File: src/rtl/fifo_tap_reader_if.sv
// -----------------------------------------------------------------------------
// fifo_tap_reader_if
// Output stream bundle of the tap reader: one signed tap value per transfer,
// with a last-element qualifier and a valid/ready handshake.
//   out_valid  master->slave  out_data holds a tap value
//   out_ready  slave->master  consumer accepts when out_valid && out_ready
//   out_data   master->slave  signed tap value
//   out_last   master->slave  final element of the burst
// -----------------------------------------------------------------------------
interface fifo_tap_reader_if #(
    parameter int DATA_WIDTH = 16
);
    logic                         out_valid;
    logic                         out_ready;
    logic signed [DATA_WIDTH-1:0] out_data;
    logic                         out_last;

    modport master (
        output out_valid,
        output out_data,
        output out_last,
        input  out_ready
    );

    modport slave (
        input  out_valid,
        input  out_data,
        input  out_last,
        output out_ready
    );
endinterface

File: src/rtl/fifo_tap_reader.sv
// -----------------------------------------------------------------------------
// fifo_tap_reader
// Read-side sequencer for the shift-register tap FIFO of the PE scratchpad.
// On start it walks reg_select across num_taps taps from base_tap and streams
// each tap value out at up to one element per cycle. FIFO pushes that happen
// mid-burst move the window toward higher indices; the walk follows them so
// every element of the original window is read exactly once, and a pending
// element pushed out of the FIFO ends the burst with err set.
//
// Ports
//   clk, rst     clock and synchronous active-high reset
//   start        begin a burst (only honoured in IDLE)
//   base_tap     first tap index, sampled with start
//   num_taps     tap count 0..DEPTH, sampled with start
//   fifo_shift   FIFO load enable; contents move up one index at next edge
//   reg_select   tap index driven to the FIFO
//   value_in     FIFO tap value for reg_select (combinational in the FIFO)
//   out_if       output stream (valid/ready/data/last), master side
//   busy         high while the burst is running or draining
//   done         one-cycle pulse at burst end (normal or aborted)
//   err          sticky range/overflow error, cleared by the next start
//
// Optional build macro TAP_READER_ACCUM_EN adds out_sum: signed running sum
// of all accepted elements of the burst, cleared on start, reset to 0.
// -----------------------------------------------------------------------------
module fifo_tap_reader #(
    parameter int ADDR_WIDTH = 3,
    parameter int DATA_WIDTH = 16,
    parameter int DEPTH      = 2 ** ADDR_WIDTH
) (
    input  logic                         clk,
    input  logic                         rst,
    input  logic                         start,
    input  logic [ADDR_WIDTH-1:0]        base_tap,
    input  logic [ADDR_WIDTH:0]          num_taps,
    input  logic                         fifo_shift,
    output logic [ADDR_WIDTH-1:0]        reg_select,
    input  logic signed [DATA_WIDTH-1:0] value_in,
    fifo_tap_reader_if.master            out_if,
    output logic                         busy,
    output logic                         done,
    output logic                         err
`ifdef TAP_READER_ACCUM_EN
    ,
    output logic signed [DATA_WIDTH+ADDR_WIDTH:0] out_sum
`endif
);

    localparam logic [1:0] S_IDLE  = 2'd0;
    localparam logic [1:0] S_RUN   = 2'd1;
    localparam logic [1:0] S_DRAIN = 2'd2;
    localparam logic [1:0] S_DONE  = 2'd3;

    localparam logic [ADDR_WIDTH:0]   LAST_IDX = (ADDR_WIDTH+1)'(DEPTH - 1);
    localparam logic [ADDR_WIDTH+1:0] DEPTH_W  = (ADDR_WIDTH+2)'(DEPTH);
    localparam logic [ADDR_WIDTH:0]   REM_ZERO = {(ADDR_WIDTH+1){1'b0}};
    localparam logic [ADDR_WIDTH:0]   REM_ONE  = {{ADDR_WIDTH{1'b0}}, 1'b1};

    logic [1:0]                   state_q, state_d;
    logic [ADDR_WIDTH-1:0]        idx_q, idx_d;
    logic [ADDR_WIDTH:0]          rem_q, rem_d;
    logic signed [DATA_WIDTH-1:0] data_q, data_d;
    logic                         valid_q, valid_d;
    logic                         last_q, last_d;
    logic                         err_q, err_d;
    logic                         busy_q, busy_d;
    logic                         done_q, done_d;

    logic                         issue_s;
    logic [ADDR_WIDTH:0]          idx_next_s;
    logic [ADDR_WIDTH:0]          rem_next_s;
    logic                         range_bad_s;

`ifdef TAP_READER_ACCUM_EN
    localparam int SUM_W = DATA_WIDTH + ADDR_WIDTH + 1;
    logic signed [SUM_W-1:0] sum_q, sum_d;
`endif

    // Issue, index-tracking and start range arithmetic shared by the FSM.
    always_comb begin
        issue_s = (state_q == S_RUN) && (!valid_q || out_if.out_ready);
        // The tap read this cycle is pre-shift; a push moves the window up by one.
        idx_next_s = {1'b0, idx_q} + {{ADDR_WIDTH{1'b0}}, issue_s}
                   + {{ADDR_WIDTH{1'b0}}, fifo_shift};
        if (issue_s) begin
            rem_next_s = rem_q - REM_ONE;
        end else begin
            rem_next_s = rem_q;
        end
        range_bad_s = ({2'b00, base_tap} + {1'b0, num_taps}) > DEPTH_W;
    end

    // Next-state and datapath logic of the burst sequencer.
    always_comb begin
        state_d = state_q;
        idx_d   = idx_q;
        rem_d   = rem_q;
        data_d  = data_q;
        valid_d = valid_q;
        last_d  = last_q;
        err_d   = err_q;
`ifdef TAP_READER_ACCUM_EN
        if (valid_q && out_if.out_ready) begin
            sum_d = sum_q + {{(SUM_W-DATA_WIDTH){data_q[DATA_WIDTH-1]}}, data_q};
        end else begin
            sum_d = sum_q;
        end
`endif
        case (state_q)
            S_IDLE: begin
                if (start) begin
                    err_d = 1'b0;
                    idx_d = base_tap;
                    rem_d = num_taps;
`ifdef TAP_READER_ACCUM_EN
                    sum_d = '0;
`endif
                    if (num_taps == REM_ZERO) begin
                        state_d = S_DONE;
                    end else if (range_bad_s) begin
                        err_d   = 1'b1;
                        state_d = S_DONE;
                    end else begin
                        state_d = S_RUN;
                    end
                end else begin
                    state_d = S_IDLE;
                end
            end
            S_RUN: begin
                if (issue_s) begin
                    data_d  = value_in;
                    valid_d = 1'b1;
                    last_d  = (rem_q == REM_ONE);
                end else begin
                    valid_d = valid_q;
                end
                idx_d = idx_next_s[ADDR_WIDTH-1:0];
                rem_d = rem_next_s;
                if (rem_next_s == REM_ZERO) begin
                    state_d = S_DRAIN;
                end else if (idx_next_s > LAST_IDX) begin
                    // A pending tap was pushed out: close the burst on the held element.
                    err_d   = 1'b1;
                    last_d  = 1'b1;
                    state_d = S_DRAIN;
                end else begin
                    state_d = S_RUN;
                end
            end
            S_DRAIN: begin
                if (!valid_q || out_if.out_ready) begin
                    valid_d = 1'b0;
                    last_d  = 1'b0;
                    state_d = S_DONE;
                end else begin
                    state_d = S_DRAIN;
                end
            end
            S_DONE: begin
                state_d = S_IDLE;
            end
            default: begin
                state_d = S_IDLE;
            end
        endcase
        busy_d = (state_d == S_RUN) || (state_d == S_DRAIN);
        done_d = (state_d == S_DONE);
    end

    // State and output registers with synchronous reset.
    always_ff @(posedge clk) begin
        if (rst) begin
            state_q <= S_IDLE;
            idx_q   <= '0;
            rem_q   <= '0;
            data_q  <= '0;
            valid_q <= 1'b0;
            last_q  <= 1'b0;
            err_q   <= 1'b0;
            busy_q  <= 1'b0;
            done_q  <= 1'b0;
        end else begin
            state_q <= state_d;
            idx_q   <= idx_d;
            rem_q   <= rem_d;
            data_q  <= data_d;
            valid_q <= valid_d;
            last_q  <= last_d;
            err_q   <= err_d;
            busy_q  <= busy_d;
            done_q  <= done_d;
        end
    end

`ifdef TAP_READER_ACCUM_EN
    // Burst accumulator register.
    always_ff @(posedge clk) begin
        if (rst) begin
            sum_q <= '0;
        end else begin
            sum_q <= sum_d;
        end
    end

    assign out_sum = sum_q;
`endif

    assign reg_select       = idx_q;
    assign out_if.out_valid = valid_q;
    assign out_if.out_data  = data_q;
    assign out_if.out_last  = last_q;
    assign busy             = busy_q;
    assign done             = done_q;
    assign err              = err_q;

endmodule

File: src/flat_wrapper.sv
// flat-port wrapper written by rule: the top's interface ports become plain ports
module fifo_tap_reader_flat 
#(
    parameter int ADDR_WIDTH = 3,
    parameter int DATA_WIDTH = 16,
    parameter int DEPTH      = 2 ** ADDR_WIDTH
)
  (clk, rst, start, base_tap, num_taps, fifo_shift, reg_select, value_in, busy, done, err, out_if_out_valid, out_if_out_data, out_if_out_last, out_if_out_ready);
  fifo_tap_reader_if #(.DATA_WIDTH(DATA_WIDTH)) out_if_i ();
  input  logic clk;
  input  logic rst;
  input  logic start;
  input  logic [ADDR_WIDTH-1:0] base_tap;
  input  logic [ADDR_WIDTH:0] num_taps;
  input  logic fifo_shift;
  output logic [ADDR_WIDTH-1:0] reg_select;
  input  logic signed [DATA_WIDTH-1:0] value_in;
  output logic busy;
  output logic done;
  output logic err;
  output wire logic [$bits(out_if_i.out_valid)-1:0] out_if_out_valid;
  output wire logic [$bits(out_if_i.out_data)-1:0] out_if_out_data;
  output wire logic [$bits(out_if_i.out_last)-1:0] out_if_out_last;
  input wire logic [$bits(out_if_i.out_ready)-1:0] out_if_out_ready;
  assign out_if_out_valid = out_if_i.out_valid;
  assign out_if_out_data = out_if_i.out_data;
  assign out_if_out_last = out_if_i.out_last;
  assign out_if_i.out_ready = out_if_out_ready;
  fifo_tap_reader #(.ADDR_WIDTH(ADDR_WIDTH), .DATA_WIDTH(DATA_WIDTH), .DEPTH(DEPTH)) u_core (.clk(clk), .rst(rst), .start(start), .base_tap(base_tap), .num_taps(num_taps), .fifo_shift(fifo_shift), .reg_select(reg_select), .value_in(value_in), .out_if(out_if_i), .busy(busy), .done(done), .err(err));
endmodule
File: config.mk
export PLATFORM = sky130hd
export DESIGN_NAME = fifo_tap_reader_flat
export DESIGN_NICKNAME = d
export VERILOG_FILES = /design/src/rtl/fifo_tap_reader_if.sv /design/src/rtl/fifo_tap_reader.sv /design/src/flat_wrapper.sv
export SDC_FILE = /design/constraint.sdc
export NUM_CORES = 1
export LEC_CHECK = 0
export CORE_UTILIZATION = 34
export DETAILED_ROUTE_END_ITERATION = 8
export PLACE_DENSITY = 0.62
export SYNTH_ARGS = -nofsm -noshare
export SYNTH_HDL_FRONTEND = slang
export SYNTH_SLANG_ARGS = --single-unit
export TNS_END_PERCENT = 100
File: constraint.sdc
create_clock -name clk -period 5.58 [get_ports clk]
set_input_delay 1.674 -clock clk [delete_from_list [all_inputs] [get_ports clk]]
set_output_delay 1.674 -clock clk [all_outputs]
set_load 0.1 [all_outputs]
# After elaboration in Yosys (flattened, before gate mapping)
# Index checks and enable logic that the tools add are counted.
[classes] mux=25 add_sub_neg=4 eq_ne=12 magnitude_cmp=2 reduce_logical=14
[ops] cell="$mux 1" count=11
[ops] cell="$mux 2" count=5
[ops] cell="$eq 2x2->1 const B" count=4
[ops] cell="$logic_not 4->1" count=2
[ops] cell="$mux 4" count=2
[ops] cell="$pmux 2 s4" count=1
[ops] cell="$pmux 4 s2" count=1
[ops] cell="$ne 2x2->1 const B" count=3
[ops] cell="$pmux 1 s2" count=3
[ops] cell="$pmux 3 s2" count=1
[ops] cell="$reduce_and 2->1" count=3
[ops] cell="$add 3x4->5" count=1
[ops] cell="$gt 5x4->1 const B" count=1
[ops] cell="$add 3x1->4" count=1
[ops] cell="$add 4x1->4" count=1
[ops] cell="$eq 2x1->1 const B" count=2
[ops] cell="$eq 4x1->1 const B" count=1
[ops] cell="$gt 4x3->1 const B" count=1
[ops] cell="$ne 2x1->1 const B" count=2
[ops] cell="$reduce_and 4->1" count=1
[ops] cell="$reduce_bool 2->1" count=2
[ops] cell="$sub 4x1->4 const B" count=1
[ops] cell="$mux 3" count=1
[ops] cell="$reduce_and 3->1" count=1
[ops] cell="4 further kinds" count=5
[word_totals] output_inout_bits=24 word_cells=66 inputBits=28 regBits=30

# Logic depth before layout (Yosys ltp)
[logic_depth] ltp_word=11 ltp_mapped=13 mapped_depth_nobuf=12

# Worst setup path before layout
# Ideal clock, no wire load.
[synth_timing] path_kind="input-to-reg" from="input port out_if_out_ready" to="register u_core.busy_q, in the netlist u_core.busy" setup_time_ns=0.129 stages=12 t_arrival_ns=3.398 n_path_buf=2 slack_ns=2.053 path_cell_list="nor2b_2 -> buf_6 -> nor2_8 -> inv_4 -> buf_6 -> fa_1 -> and3b_2 -> nor2_1 -> nand3_1 -> nand3_1 -> ha_1 -> nor2b_1"
[synth_between] elab_chain_cells=10
[synth_lines] element="start: declaration" line_no="flat_wrapper.sv:24" rtl="input wire logic [$bits(out_if_i.out_ready)-1:0] out_if_out_ready;"
[synth_lines] element="$logic_or 1x1->1 (*)" line_no="fifo_tap_reader.sv:81, fifo_tap_reader.sv:152"
[synth_lines] element="$logic_and 1x1->1" line_no="fifo_tap_reader.sv:81" rtl="issue_s = (state_q == S_RUN) && (!valid_q || out_if.out_ready);"
[synth_lines] element="$add 3x1->4" line_no="fifo_tap_reader.sv:83" rtl="idx_next_s = {1'b0, idx_q} + {{ADDR_WIDTH{1'b0}}, issue_s}"
[synth_lines] element="$add 4x1->4" line_no="fifo_tap_reader.sv:84" rtl="+ {{ADDR_WIDTH{1'b0}}, fifo_shift};"
[synth_lines] element="$gt 4x3->1" line_no="fifo_tap_reader.sv:142" rtl="end else if (idx_next_s > LAST_IDX) begin"
[synth_lines] element="$mux 2" line_no="fifo_tap_reader.sv:142"
[synth_lines] element="$mux 2" line_no="fifo_tap_reader.sv:140" rtl="if (rem_next_s == REM_ZERO) begin"
[synth_lines] element="$pmux 2 s4 (*)" line_no="fifo_tap_reader.sv:109" rtl="case (state_q)"
[synth_lines] element="net u_core.state_d[0]" line_no="fifo_tap_reader.sv:59" rtl="logic [1:0] state_q, state_d;"
[synth_lines] element="$eq 2x1->1 / $eq 2x2->1 (equally long branches)" line_no="fifo_tap_reader.sv:167" rtl="busy_d = (state_d == S_RUN) || (state_d == S_DRAIN);"
[synth_lines] element="$logic_or 1x1->1 (*)" line_no="fifo_tap_reader.sv:167"
[synth_lines] element="net u_core.busy_d" line_no="fifo_tap_reader.sv:66" rtl="logic busy_q, busy_d;"
[synth_lines] element="end signal: assignment" line_no="fifo_tap_reader.sv:191" rtl="busy_q <= busy_d;"
[synth_lines] element="end: declaration" line_no="fifo_tap_reader.sv:66"
# Mark *: on every way through the listed nets, which the timed path passes. The rest lies on a longest branch.
# A chain may end at the register's enable or synchronous reset.

# Final worst setup path
[layout_timing] from="input port out_if_out_ready" to="register u_core.busy_q, in the netlist u_core.busy"
[layout_between] elab_chain_cells=10
[layout_lines] element="$logic_or 1x1->1 (*)" line_no="fifo_tap_reader.sv:81, fifo_tap_reader.sv:152"
[layout_lines] element="$logic_and 1x1->1" line_no="fifo_tap_reader.sv:81"
[layout_lines] element="$add 3x1->4" line_no="fifo_tap_reader.sv:83"
[layout_lines] element="$add 4x1->4" line_no="fifo_tap_reader.sv:84"
[layout_lines] element="$gt 4x3->1" line_no="fifo_tap_reader.sv:142"
[layout_lines] element="$mux 2" line_no="fifo_tap_reader.sv:142"
[layout_lines] element="$mux 2" line_no="fifo_tap_reader.sv:140"
[layout_lines] element="$pmux 2 s4 (*)" line_no="fifo_tap_reader.sv:109"
[layout_lines] element="$eq 2x1->1 / $eq 2x2->1 (equally long branches)" line_no="fifo_tap_reader.sv:167"
[layout_lines] element="$logic_or 1x1->1 (*)" line_no="fifo_tap_reader.sv:167"
[layout_lines] element="net u_core.busy_d" line_no="fifo_tap_reader.sv:66"
# Marked as above.

==> results_dict.tcl <==
set metrics [dict create \
    maxSlewHeadroom 0.237 \
    wirelength_um 3930 \
    synthesis.nets 242 \
    core-area_sq_mm 0.00475 \
    die-area_sq_mm 0.00524 \
    ir_drop_mv 0.200 \
    tns_ps 0 \
    critPathTopFamily "simple AND/OR/NAND/NOR gates" \
    synth_edf_count 0 \
    clock-root-buffer "clkbuf_8" \
    postRouteAntennaNets 0 \
    fmax_mhz 253 \
    clk_latency_ps 280 \
    synth.area.top_cells "dfxtp_1 36%, nand2_1 8.5%, a21oi_1 8.0%, ha_1 7.4%, fa_1 2.4%" \
    syn_area_sq_mm 0.00168 \
    worst_setup_path_end_kind "flip-flop" \
    synth_ff_type "dfxtp_1" \
    drc 0 \
    instances_no_fill 320 \
    final.period_utilization 0.708 \
    period_needed_ps 3950 \
    multiInputGateArea_sq_um 967 \
    synth_seq_cells 30 \
    grtUsageTotal 0.156 \
    tritoncts "yes" \
    gr-total-overflow 0 \
    post_cts_buffers 0 \
    fp-row-count 25 \
    clkTransAtPathRegs_ps 70 \
    grt_antenna_before_repair 0 \
    power_switching_w 0.000292 \
    worstMarginPinSlew_ps 1140 \
    p_per_area_mw_per_mm2 344 \
    wl_per_cell_um 12.3 \
    status "completed" \
    holdBufCountCts 0 \
    cts.sinks 30 \
    total_power_w 0.000808 \
    grt_max_degree 31 \
    cts_inserted_buffers 5 \
    cp_num_buf_inv 2 \
    path_cells "clkdlybuf4s50_1, nor2b_2, nor2_8, inv_4, fa_1, and3b_2, a21oi_1, o22a_1, nand2_1, ha_1, nor2b_1" \
    hold_viol 0 \
    cpPeakStageDelay_ps 450 \
    grt_pass1_vias 1494 \
    combPwrFrac 0.353 \
    port_buffers 51 \
    final_max_slew_viol_count 0 \
    first_iter_violations 49 \
    slowest_stage "nor2b_2" \
    first_pass_iters 4 \
    required_ps 5700 \
    cellLeakagePower_nw 0.873 \
    yosysTopAreaCell "dfxtp_1" \
    cts.path.max_buffers 2 \
    synth_cell_types 46 \
    worst_clock_skew_ps 3.77 \
    rsz0062_at_grt "no" \
    crit_path_start_kind "input port" \
    min_path_type "flip-flop to flip-flop" \
    placed_cells 312 \
    power_frac_seq 0.308 \
    yosys_warnings 0 \
    diodes 0 \
    register_area_sq_um 601 \
    cp_max_fo 18 \
    chipWidth_um 72.4 \
    synth_seq_area_share 0.357 \
    hold_ws_ps 453 \
    async_reset_ff_frac 0 \
    initial_utilization 0.354 \
    avgSynthCellArea_sq_um 8.33 \
    route.vias.total 1549 \
    p_clk_frac 0.339 \
    io_pins 52 \
    routabilityCongestion 0.778 \
    sw_frac_of_total 0.361 \
    fillers 487 \
    synth_top_area_share 0.357 \
    area_growth_pct 39.8 \
    die_h_um 72.4 \
    finalSetupViolations 0 \
    viasPerCell 4.84 \
    p_int_w 0.000517 \
    cts_resized 0 \
    arrival_ps 4070 \
    syn_inst 202 \
    drive_gt1_frac 0.0751 \
    htreeDepth 2 \
    path_class "input port to flip-flop" \
    place_hpwl_um 2810 \
    nets 292 \
    grt_pass1_wl_um 6420 \
    max_cap_violations 0 \
]
[metrics by stage]
stage / area (sq um) / utilization / setup slack [ps]
finish: 2350 / 0.495 / 1630
global route: 2350 / 0.495 / 1500
detailed placement: 2210 / 0.465 / 1340
global placement: 2210 / 0.465 / 1380
CTS: 2350 / 0.495 / 1600
floorplan: 1680 / - / 2050
[cell usage after synthesis, types with 4 or more instances]
cell type,count
inv_1,10
a21oi_1,27
nor2_1,8
a21o_1,4
nand3_1,6
ha_1,10
dfxtp_1,30
nor2b_1,6
nand2_1,38
nand2b_1,4
o21ai_0,7
a211oi_1,5
[sequential cells by signal, summed over array words and instances, names as in the netlist]
signal                   flops
u_core.busy                  1
u_core.done                  1
u_core.err                   1
u_core.out_if.out_data      16
u_core.out_if.out_last       1
u_core.out_if.out_valid      1
u_core.reg_select            3
u_core.rem_q                 4
u_core.state_q               2
[final timing paths]
check	from	endpoint	slack [ps]	cells past startpoint
max	out_if_out_ready	u_core.busy	1630	11
min	u_core.out_if.out_data[6]	u_core.out_if.out_data[6]	450	2
max reg2reg	u_core.state_q[1]	u_core.busy	2390	12
min reg2reg	u_core.out_if.out_data[6]	u_core.out_if.out_data[6]	450	2
[logic make-up after synthesis]
group,Yosys count,share of synthesized area
mux,3,0.0186
xor+xnor,2,0.0104
fa+ha+maj,12,0.0981
simple gates,78,0.239
flops,30,0.357
buf+inv,20,0.0684
compound gates,57,0.209
[per-layer routing]
metal | vias up | global-route usage | routed length (um)
met5 | - | 0 | 0
met4 | 0 | 0.0566 | 37
met3 | 4 | 0.0403 | 151
met2 | 31 | 0.264 | 1910
met1 | 712 | 0.190 | 1830
li1 | 802 | - | -
[power by group through the flow]
| stage | sequential [W] | combinational [W] | clock, W |
|---|---|---|---|
| floorplan | 0.000359 | 0.000113 | 0 |
| detailed placement | 0.000254 | 0.000285 | 0 |
| global route | 0.000253 | 0.000305 | 0.000287 |
| global placement | 0.000254 | 0.000284 | 0 |
| CTS | 0.000249 | 0.000287 | 0.000279 |
| finish | 0.000249 | 0.000285 | 0.000274 |
[cell type report]
| type | instances | area share |
|---|---|---|
| multi-input combinational | 152 | 0.411 |
| sequential | 30 | 0.255 |
| timing repair buffer | 51 | 0.217 |
| tap | 67 | 0.0356 |
| clock buffer | 6 | 0.0351 |
| clock inverter | 2 | 0.0255 |
| inverter | 12 | 0.0202 |
[worst register-to-register path, cell delays in order (launching register included)]
cell	delay, ps
dfxtp_1	320
inv_1	70
ha_1	540
inv_2	280
nor2_8	320
inv_4	140
fa_1	400
and3b_2	290
nor2_1	60
nand3_1	100
nand3_1	100
ha_1	290
nor2b_1	120
[placed cells by master, fill, tap and decap left out, types with 3 or more instances in the layout]
master / n
o21ai_0: 7
nor2_1: 8
a31oi_1: 3
a21oi_1: 27
nand2b_1: 4
dfxtp_1: 30
nor2b_1: 6
nand3_1: 6
a211oi_1: 5
nor3_1: 3
clkbuf_8: 6
a21o_1: 4
ha_1: 10
inv_1: 10
clkdlybuf4s50_1: 51
nand2_1: 38
Power figures use the tool's default switching activity.
==> RTL change (same settings) <==
`ADDR_WIDTH` is set to 3 in 2 places; all go to 2.
--- a/src/rtl/fifo_tap_reader.sv
+++ b/src/rtl/fifo_tap_reader.sv
@@ -25,5 +25,5 @@
 // -----------------------------------------------------------------------------
 module fifo_tap_reader #(
-    parameter int ADDR_WIDTH = 3,
+    parameter int ADDR_WIDTH = 2,
     parameter int DATA_WIDTH = 16,
     parameter int DEPTH      = 2 ** ADDR_WIDTH
--- a/src/flat_wrapper.sv
+++ b/src/flat_wrapper.sv
@@ -2,5 +2,5 @@
 module fifo_tap_reader_flat 
 #(
-    parameter int ADDR_WIDTH = 3,
+    parameter int ADDR_WIDTH = 2,
     parameter int DATA_WIDTH = 16,
     parameter int DEPTH      = 2 ** ADDR_WIDTH
Interface: changed (resized base_tap, num_taps and reg_select); port bits go from 52 to 49. The function was not compared with the original's and may differ.
==> RTL change against the original RTL <==
  * Total power is 22% lower
  * Cell area is 17% lower
  * Register-to-register slack worse by 0.26 ns
  * Fmax is 9.4% lower
  * Area after synthesis is 18% lower
  * Worst setup slack worse by 0.41 ns
  * Clock skew is 0.0020 ns lower
  * Sequential cell count is 2 lower
  * Routed wire length is 18% lower
  * Sequential share of layout area is 3.3 points higher
==> RTL change: results (changes against the original RTL) <==
stage	metric	value	unit	change
grt	met3 GRT Util	0.0293		-0.0110
grt	largest net degree at the start of global routing	30		-3.2%
grt	first-pass GRT wire length	5.27	mm	-18%
placement	final weighted congestion in routability-driven placement	0.876		+13%
placement	cell count after placement	260		-17%
sta	slew margin rel.	0.349		+0.112
power	Seq pwr share	0.375		+0.067
routing	vias	1298		-16%
yosys	Seq/Total Area, Yosys	0.404		+0.0475
status	status	finished, final reports clean		
routing	final wirelength	3.20	mm	-18%
setup_path	CP max stage delay	0.53	ns	+0.08 ns
routing	met2 WL	1.57	mm	-18%
placement	# port buffers	48		-5.9%
grt	GR Layer Usage met1	0.191		+0.000934
setup_path	Slowest cell on crit path	nor2_2		
clock_network	CTS H-tree lvls	1		-1
yosys	Synth Instances	170		-16%
clock_network	Clk pin slew, worst setup/hold paths	0.09	ns	+0.02 ns
setup_path	WP data arrival	4.52	ns	+0.45 ns
routing	initial detailed-routing violation count	60		+22%
power	P_comb	290	uW	+2%
yosys	Synth cell types	35		-24%
routing	M1 WL	1.42	mm	-22%
worst_hold_path	Hold Path Sink	u_core.out_if.out_data[2]$_SDFFE_PP0P_		
worst_hold_path	Hold Path Origin	u_core.out_if.out_data[2]$_SDFFE_PP0P_		
sta	Layout Skew	0.00172	ns	-0.00205 ns
layout	Final #Nets	254		-13%
yosys	top post-synthesis cells by count	nand2_1, dfxtp_1, a21oi_1		
placement	hpwl dp	2.43	mm	-14%
routing	vias per std cell	4.94		+2.0%
power	cell internal pwr	357	uW	-31%
routing	WL met3	161	um	+6.6%
power	P_sw	277	uW	-5.1%
yosys	syn nets	207		-14%
placement	DP Area	0.00191	mm2	-14%
setup_path	FF-to-FF setup slack	2.13	ns	-0.26 ns
yosys	top cells by area, synth	dfxtp_1, nand2_1, ha_1, a21oi_1, fa_1		
clock_network	CTS Buf Count	3		-2
grt	total track usage	0.159		+0.00299
## RTL change: cell count changes after synthesis, sizes merged, moves of 3 or more
cell | unedited run | this run
a21oi | 27 | 22
buf | 5 | 2
nand3 | 6 | 3
and3b | 3 | 0
o21ai | 9 | 6
## RTL change: cell type report
cell class / instances / area (um2)
Tap cell: 48 / 60.1
Timing Repair Buffer: 49 / 488
Inverter: 10 / 37.5
Sequential cell: 28 / 561
Fill cell: 340 / 1820
Multi-Input combinational cell: 125 / 759
Clock buffer: 3 / 41.3
## RTL change: cell families after synthesis
logic type / Yosys count / share of synthesized area
DFF: 28 / 0.404
buffers and inverters: 17 / 0.0478
and+or+nand+nor: 67 / 0.227
adders and majority gates: 11 / 0.110
xor gates and xnor gates: 2 / 0.0126
AOI/OAI and AO/OA: 44 / 0.191
muxes: 1 / 0.00722
## RTL change: how the worst max path moves through the flow
stage                                 from                      to  slack, ns  cells after the start
final                     out_if_out_ready  u_core.busy$_SDFF_PP0_       1.22                     11
after global routing      out_if_out_ready  u_core.busy$_SDFF_PP0_       0.98                     11
after floorplan           out_if_out_ready  u_core.busy$_SDFF_PP0_       1.73                     11
after detailed placement  out_if_out_ready  u_core.busy$_SDFF_PP0_       0.92                     11
after global placement    out_if_out_ready  u_core.busy$_SDFF_PP0_       1.01                     11
after CTS                 out_if_out_ready  u_core.busy$_SDFF_PP0_       1.19                     11
## RTL change: tightest hold or removal path, stage by stage (launching register included)
cell and delay, ns:
dfxtp_1 0.32, nand2_1 0.05, a21oi_1 0.05
## RTL change: through the flow
stage | setup slack [ns] | hold slack (ns)
2_1_floorplan | 1.73 | 0.491
3_3_place_gp | 1.01 | 0.444
3_5_place_dp | 0.916 | 0.450
4_1_cts | 1.19 | 0.464
5_1_grt | 0.977 | 0.480
6_report | 1.22 | 0.460
